`src/rtl/tictac_pkg.sv`:
```
// Shared codes, FSM states and default board geometry for the tic-tac-toe controller.
package tictac_pkg;

  localparam logic [1:0] CellEmpty = 2'b00;
  localparam logic [1:0] MarkX     = 2'b01;
  localparam logic [1:0] MarkO     = 2'b10;

  localparam logic [1:0] WinNone = 2'b00;
  localparam logic [1:0] WinX    = 2'b01;
  localparam logic [1:0] WinO    = 2'b10;
  localparam logic [1:0] WinDraw = 2'b11;

  typedef enum logic [2:0] {
    StIdle,
    StArmed,
    StSample,
    StCommit,
    StEval,
    StRelease,
    StOver
  } state_e;

  localparam int unsigned DefX0Max = 338;
  localparam int unsigned DefX1Min = 344;
  localparam int unsigned DefX1Max = 679;
  localparam int unsigned DefX2Min = 685;
  localparam int unsigned DefX2Max = 1023;
  localparam int unsigned DefY0Max = 251;
  localparam int unsigned DefY1Min = 259;
  localparam int unsigned DefY1Max = 507;
  localparam int unsigned DefY2Min = 515;
  localparam int unsigned DefY2Max = 767;

endpackage

```
`src/rtl/board_cell_map.sv`:
```
// Maps a pointer position to a row-major board cell index; hit_o is low for gaps and off-board.
module board_cell_map
  import tictac_pkg::*;
#(
  parameter int unsigned X0Max = DefX0Max,
  parameter int unsigned X1Min = DefX1Min,
  parameter int unsigned X1Max = DefX1Max,
  parameter int unsigned X2Min = DefX2Min,
  parameter int unsigned X2Max = DefX2Max,
  parameter int unsigned Y0Max = DefY0Max,
  parameter int unsigned Y1Min = DefY1Min,
  parameter int unsigned Y1Max = DefY1Max,
  parameter int unsigned Y2Min = DefY2Min,
  parameter int unsigned Y2Max = DefY2Max
) (
  input  logic [11:0] xpos_i,
  input  logic [11:0] ypos_i,
  output logic [3:0]  cell_o,
  output logic        hit_o
);

  logic [31:0] x32;
  logic [31:0] y32;
  logic [1:0]  col;
  logic [1:0]  row;
  logic        col_ok;
  logic        row_ok;

  assign x32 = {20'd0, xpos_i};
  assign y32 = {20'd0, ypos_i};

  always_comb begin
    col    = 2'd0;
    col_ok = 1'b0;
    if (x32 <= X0Max) begin
      col    = 2'd0;
      col_ok = 1'b1;
    end else if (x32 >= X1Min && x32 <= X1Max) begin
      col    = 2'd1;
      col_ok = 1'b1;
    end else if (x32 >= X2Min && x32 <= X2Max) begin
      col    = 2'd2;
      col_ok = 1'b1;
    end
  end

  always_comb begin
    row    = 2'd0;
    row_ok = 1'b0;
    if (y32 <= Y0Max) begin
      row    = 2'd0;
      row_ok = 1'b1;
    end else if (y32 >= Y1Min && y32 <= Y1Max) begin
      row    = 2'd1;
      row_ok = 1'b1;
    end else if (y32 >= Y2Min && y32 <= Y2Max) begin
      row    = 2'd2;
      row_ok = 1'b1;
    end
  end

  assign hit_o  = col_ok & row_ok;
  assign cell_o = hit_o ? ({2'b00, row} * 4'd3 + {2'b00, col}) : 4'd0;

endmodule

```
`src/rtl/board_ctl.sv`:
```
// Tic-tac-toe game-state controller: debounced clicks become alternating X/O moves with
// win/draw detection; board, turn and result are registered for the renderer.
module board_ctl
  import tictac_pkg::*;
#(
  parameter int unsigned Debounce = 4,
  parameter int unsigned X0Max    = DefX0Max,
  parameter int unsigned X1Min    = DefX1Min,
  parameter int unsigned X1Max    = DefX1Max,
  parameter int unsigned X2Min    = DefX2Min,
  parameter int unsigned X2Max    = DefX2Max,
  parameter int unsigned Y0Max    = DefY0Max,
  parameter int unsigned Y1Min    = DefY1Min,
  parameter int unsigned Y1Max    = DefY1Max,
  parameter int unsigned Y2Min    = DefY2Min,
  parameter int unsigned Y2Max    = DefY2Max
) (
  input  logic        pclk,
  input  logic        rst,
  input  logic [11:0] xpos_i,
  input  logic [11:0] ypos_i,
  input  logic        mouse_left_i,
  input  logic        start_en_i,
  output logic [17:0] board_state_o,
  output logic        turn_o,
  output logic        move_valid_o,
  output logic [3:0]  move_cell_o,
  output logic        game_over_o,
  output logic [1:0]  winner_o
);

  localparam int unsigned CntW = $clog2(Debounce + 1);
  localparam logic [CntW-1:0] CntLast = CntW'(Debounce - 1);

  state_e          state_q, state_d;
  logic [CntW-1:0] cnt_q, cnt_d;
  logic [17:0]     board_q, board_d;
  logic            turn_q, turn_d;
  logic            mv_q, mv_d;
  logic [3:0]      cell_q, cell_d;
  logic [3:0]      sel_q, sel_d;
  logic            over_q, over_d;
  logic [1:0]      winner_q, winner_d;

  logic [3:0] map_cell;
  logic       map_hit;
  logic [1:0] mark;
  logic [8:0] is_mark;
  logic [8:0] is_used;
  logic       win;
  logic       full;

  board_cell_map #(
    .X0Max(X0Max), .X1Min(X1Min), .X1Max(X1Max), .X2Min(X2Min), .X2Max(X2Max),
    .Y0Max(Y0Max), .Y1Min(Y1Min), .Y1Max(Y1Max), .Y2Min(Y2Min), .Y2Max(Y2Max)
  ) u_map (
    .xpos_i (xpos_i),
    .ypos_i (ypos_i),
    .cell_o (map_cell),
    .hit_o  (map_hit)
  );

  assign mark = turn_q ? MarkO : MarkX;

  always_comb begin
    is_mark = '0;
    is_used = '0;
    for (int k = 0; k < 9; k++) begin
      is_mark[k] = (board_q[2*k +: 2] == mark);
      is_used[k] = (board_q[2*k +: 2] != CellEmpty);
    end
  end

  assign win = (is_mark[0] & is_mark[1] & is_mark[2]) |
               (is_mark[3] & is_mark[4] & is_mark[5]) |
               (is_mark[6] & is_mark[7] & is_mark[8]) |
               (is_mark[0] & is_mark[3] & is_mark[6]) |
               (is_mark[1] & is_mark[4] & is_mark[7]) |
               (is_mark[2] & is_mark[5] & is_mark[8]) |
               (is_mark[0] & is_mark[4] & is_mark[8]) |
               (is_mark[2] & is_mark[4] & is_mark[6]);
  assign full = &is_used;

  always_comb begin
    state_d  = state_q;
    cnt_d    = cnt_q;
    board_d  = board_q;
    turn_d   = turn_q;
    mv_d     = 1'b0;
    cell_d   = cell_q;
    sel_d    = sel_q;
    over_d   = over_q;
    winner_d = winner_q;

    case (state_q)
      StIdle: begin
        if (start_en_i) begin
          state_d  = StArmed;
          cnt_d    = '0;
          board_d  = '0;
          turn_d   = 1'b0;
          over_d   = 1'b0;
          winner_d = WinNone;
        end
      end
      StArmed: begin
        if (!mouse_left_i) begin
          cnt_d = '0;
        end else if (cnt_q >= CntLast) begin
          state_d = StSample;
          cnt_d   = '0;
        end else begin
          cnt_d = cnt_q + 1'b1;
        end
      end
      StSample: begin
        sel_d = map_cell;
        if (map_hit && board_q[{map_cell, 1'b0} +: 2] == CellEmpty) begin
          state_d = StCommit;
        end else begin
          state_d = StRelease;
        end
      end
      StCommit: begin
        board_d[{sel_q, 1'b0} +: 2] = mark;
        mv_d    = 1'b1;
        cell_d  = sel_q;
        state_d = StEval;
      end
      StEval: begin
        if (win) begin
          winner_d = mark;
          over_d   = 1'b1;
          state_d  = StOver;
        end else if (full) begin
          winner_d = WinDraw;
          over_d   = 1'b1;
          state_d  = StOver;
        end else begin
          turn_d  = ~turn_q;
          state_d = StRelease;
        end
      end
      StRelease: begin
        // Mirror of the press debounce: only a stable release re-arms the next move.
        if (mouse_left_i) begin
          cnt_d = '0;
        end else if (cnt_q >= CntLast) begin
          state_d = StArmed;
          cnt_d   = '0;
        end else begin
          cnt_d = cnt_q + 1'b1;
        end
      end
      StOver: begin
        if (!start_en_i) begin
          state_d = StIdle;
        end
      end
      default: state_d = StIdle;
    endcase

    // Abandoning a game freezes the visible board and result until the next start.
    if (!start_en_i && state_q != StIdle && state_q != StOver) begin
      state_d  = StIdle;
      cnt_d    = '0;
      board_d  = board_q;
      turn_d   = turn_q;
      mv_d     = 1'b0;
      cell_d   = cell_q;
      over_d   = over_q;
      winner_d = winner_q;
    end
  end

  always_ff @(posedge pclk) begin
    if (rst) begin
      state_q  <= StIdle;
      cnt_q    <= '0;
      board_q  <= '0;
      turn_q   <= 1'b0;
      mv_q     <= 1'b0;
      cell_q   <= 4'd0;
      sel_q    <= 4'd0;
      over_q   <= 1'b0;
      winner_q <= WinNone;
    end else begin
      state_q  <= state_d;
      cnt_q    <= cnt_d;
      board_q  <= board_d;
      turn_q   <= turn_d;
      mv_q     <= mv_d;
      cell_q   <= cell_d;
      sel_q    <= sel_d;
      over_q   <= over_d;
      winner_q <= winner_d;
    end
  end

  assign board_state_o = board_q;
  assign turn_o        = turn_q;
  assign move_valid_o  = mv_q;
  assign move_cell_o   = cell_q;
  assign game_over_o   = over_q;
  assign winner_o      = winner_q;

endmodule
```
`config.mk`:
```
export PLATFORM = sky130hd
export DESIGN_NAME = board_ctl
export DESIGN_NICKNAME = d
export VERILOG_FILES = /design/src/rtl/tictac_pkg.sv /design/src/rtl/board_cell_map.sv /design/src/rtl/board_ctl.sv
export SDC_FILE = /design/constraint.sdc
export NUM_CORES = 1
export LEC_CHECK = 0
export CORE_UTILIZATION = 50
export CTS_CLUSTER_SIZE = 10
export DETAILED_ROUTE_END_ITERATION = 7
export PLACE_DENSITY = 0.9
export SLEW_MARGIN = 20
export SYNTH_ARGS = -nofsm -noshare
export SYNTH_HDL_FRONTEND = slang
export SYNTH_SLANG_ARGS = --single-unit
```
`constraint.sdc`:
```
create_clock -name pclk -period 3.7 [get_ports pclk]
set_input_delay 0.555 -clock pclk [delete_from_list [all_inputs] [get_ports pclk]]
set_output_delay 0.555 -clock pclk [all_outputs]
set_load 0.01 [all_outputs]
```
==> out/results.ini <==
[grt]
grt_usage_pct = 28.06
grt_pass1_vias = 2583
grt_pass1_wl_um = 11960
grt_max_degree = 33
grt_overflow_total = 0
antenna_found_initial = 0

[yosys]
yosysWarnings = 0
synth_edf_count = 0
ys_ff_latch = 37
synth_area_mm2 = 0.002624
netlist_instances = 349
yosys-top-cells-area = dfxtp_1 28%, nor2_1 5.4%, a21oi_1 5.2%, nand2_1 4.9%, nor3_1 3.6%
synth_cell_types = 60
synth.avg_cell_area_um2 = 7.518
synth_common_cells = 38 x nor2_1, 37 x dfxtp_1, 34 x nand2_1
synth_top_area_share_pct = 28.23
yosysTopAreaCell = dfxtp_1
yosysSeqAreaShare_pct = 28.23
synth-async-reset-ratio_pct = 0
synth_most_common_cell = nor2_1
synth_top_flop_cell = dfxtp_1
syn_nets = 386

[setup_path]
path_cells = clkdlybuf4s50_1 -> or4_1 -> nor3_2 -> a22oi_2 -> inv_1 -> fa_1 -> ha_2 -> inv_2 -> fa_2 -> o41ai_2 -> mux2i_1 -> nand4_1 -> and4bb_1
crit_arrival_ns = 3.84
startpoint = xpos_i[10]
path_buf_inv = 3
critical_path_class = in2reg
cp_max_fo = 8
crit_path_end_kind = flop
rr_worst_depth = 6
r2r-start = state_q[1]
reg2reg_to = board_state_o[14]
max_stage_delay_ns = 0.53
crit_family = adder cells
cp_slowest_cell = or4_1
start_kind = input port
crit_required_ns = 3.94
rrSetupSlack_ns = 1.17

[finish]
regArea_um2 = 740.7
final_core_util_pct = 68.74
fill_cells = 407
syn_to_final_growth_pct = 32.95
multi_input_area_mm2 = 0.001815
drive_above_1_share_pct = 11.65
diodes = 0
fin_nets = 449

[sta]
finalCriticalPeriod_ns = 3.603
maxSlewViolCount = 0
period_share_pct = 97.37
skew_ns = 0.007947
tightest_slew_ns = 0.8133
fmax_mhz = 277.6
slew_headroom_pct = 45.19
hold_viol_final = 0
holdWs_ns = 0.4662
setup_violations = 0
finalWorstSetupSlack_ns = 0.09731

[clock_network]
path_clk_slew_ns = 0.07
cts_root_buf = clkbuf_8
clock-sinks = 37
cts_made_buffers = 5
clk_path_buf_depth = 2
clk_latency_ns = 0.30
htreeDepth = 2
cts_tree = built

[power_and_ir_drop]
power_per_cell_area_mw_per_mm2 = 264.2
ir_worst_vdd_mv = 0.1485
p_leak_uw = 0.001225

[worst_hold_path]
whs_endpoint = move_cell_o[2]
whs_path_depth = 2
min_path_type = reg2reg
min_from = move_cell_o[2]

[placement]
place_congestion = 0.9569
numPortBuffers = 54
dpl_worst_slack_ns = -0.2280
dp_hpwl_um = 5569

[die]
rows = 26
die_x_um = 74.44
dieHeight_um = 74.44
io_pins = 55
die_area_mm2 = 0.005541
core-area_mm2 = 0.005075
start_util_pct = 51.70

[routing]
routed_wirelength_um = 7789
antenna_left = 0
drt-vias-per-instance = 6.116
wl_per_cell_um = 16.16
drt_pass1_iterations = 5
dr_total_vias = 2948
remaining_drc_errors = 0
first_iter_violations = 380

[job]
cap_viol_max_count = 0

[status]
status = complete, no violations

## layout make-up
class                   instances  share of cell area (%)
clock buffers                   6                   2.367
clock inverters                 1                  0.2152
inverters                      15                   1.614
multi-input cells             280                   52.04
flip-flops and latches         37                   21.23
well taps                      70                   2.511
repair buffers                 73                   20.01
## kinds of logic (layout without fill, tap and decap cells)
| logic type | Yosys count | after routing | synth area share (%) |
|---|---|---|---|
| buf+inv | 32 | 95 | 4.864 |
| mux | 2 | 2 | 0.7630 |
| flops | 37 | 37 | 28.23 |
| xor+xnor | 2 | 2 | 0.6677 |
| compound gates | 108 | 108 | 28.85 |
| simple gates | 159 | 159 | 31.76 |
| fa+ha+maj | 9 | 9 | 4.864 |
## worst max path at each step
stage / end / slack [ns] / cells past startpoint
after floorplan: state_q[1] / 0.28 / 13
after global placement: state_q[1] / -0.14 / 14
after detailed placement: state_q[1] / -0.23 / 13
after CTS: state_q[1] / 0.03 / 13
after global routing: state_q[1] / -0.005 / 14
final: state_q[1] / 0.1 / 13
## per-stage QoR
step	instance area [um2]	total power (uW)	instances	setup TNS, ns
after floorplan	2624	546.4	349	0
after global placement	3316	614.1	474	-0.2697
after detailed placement	3316	623.0	474	-0.4427
after CTS	3406	906.6	481	0
after global routing	3488	957.9	482	-0.005481
final	3488	921.5	482	0
## sequential cells by signal, summed over array words and instances (netlist names)
name	count
board_state_o	18
move_cell_o	4
sel_q	4
cnt_q	3
state_q	3
winner_o	2
game_over_o	1
move_valid_o	1
turn_o	1
## per-layer routing
layer	share of wire (%)	GRT usage, %
met1	42	34.41
met2	50	49.65
met3	6.5	4.878
met4	1.6	9.015
met5	0	0
## layout by cell type, fill, tap and decap left out, drive strengths merged, types with 7 or more instances in the layout
cell	instances
nor2b	7
ha	7
nand2	34
inv	15
a21oi	27
a22oi	9
nand2b	14
buf	19
a31oi	7
nor2	38
clkdlybuf4s50	48
o22ai	11
nor3	20
nand3	8
o21ai	16
dfxtp	37
## tightest hold or removal path: stages (launching register included)
cell,delay [ns]
dfxtp_1,0.31
nand2_1,0.05
a21oi_1,0.06
## repair_timing
action                                  4_1_cts  5_1_grt
endpoints found under the setup margin        0        2
buffers inserted                              0        1
resized for setup                             0       19
hold buffers                                  0        0
## report_power, final
group	internal (uW)	switching, uW	total (uW)
Sequential	403	18.4	422
Combinational	86.0	120	206
Clock	147	147	294
Total	637	285	922
No activity file was read; power rests on OpenSTA's default activity.
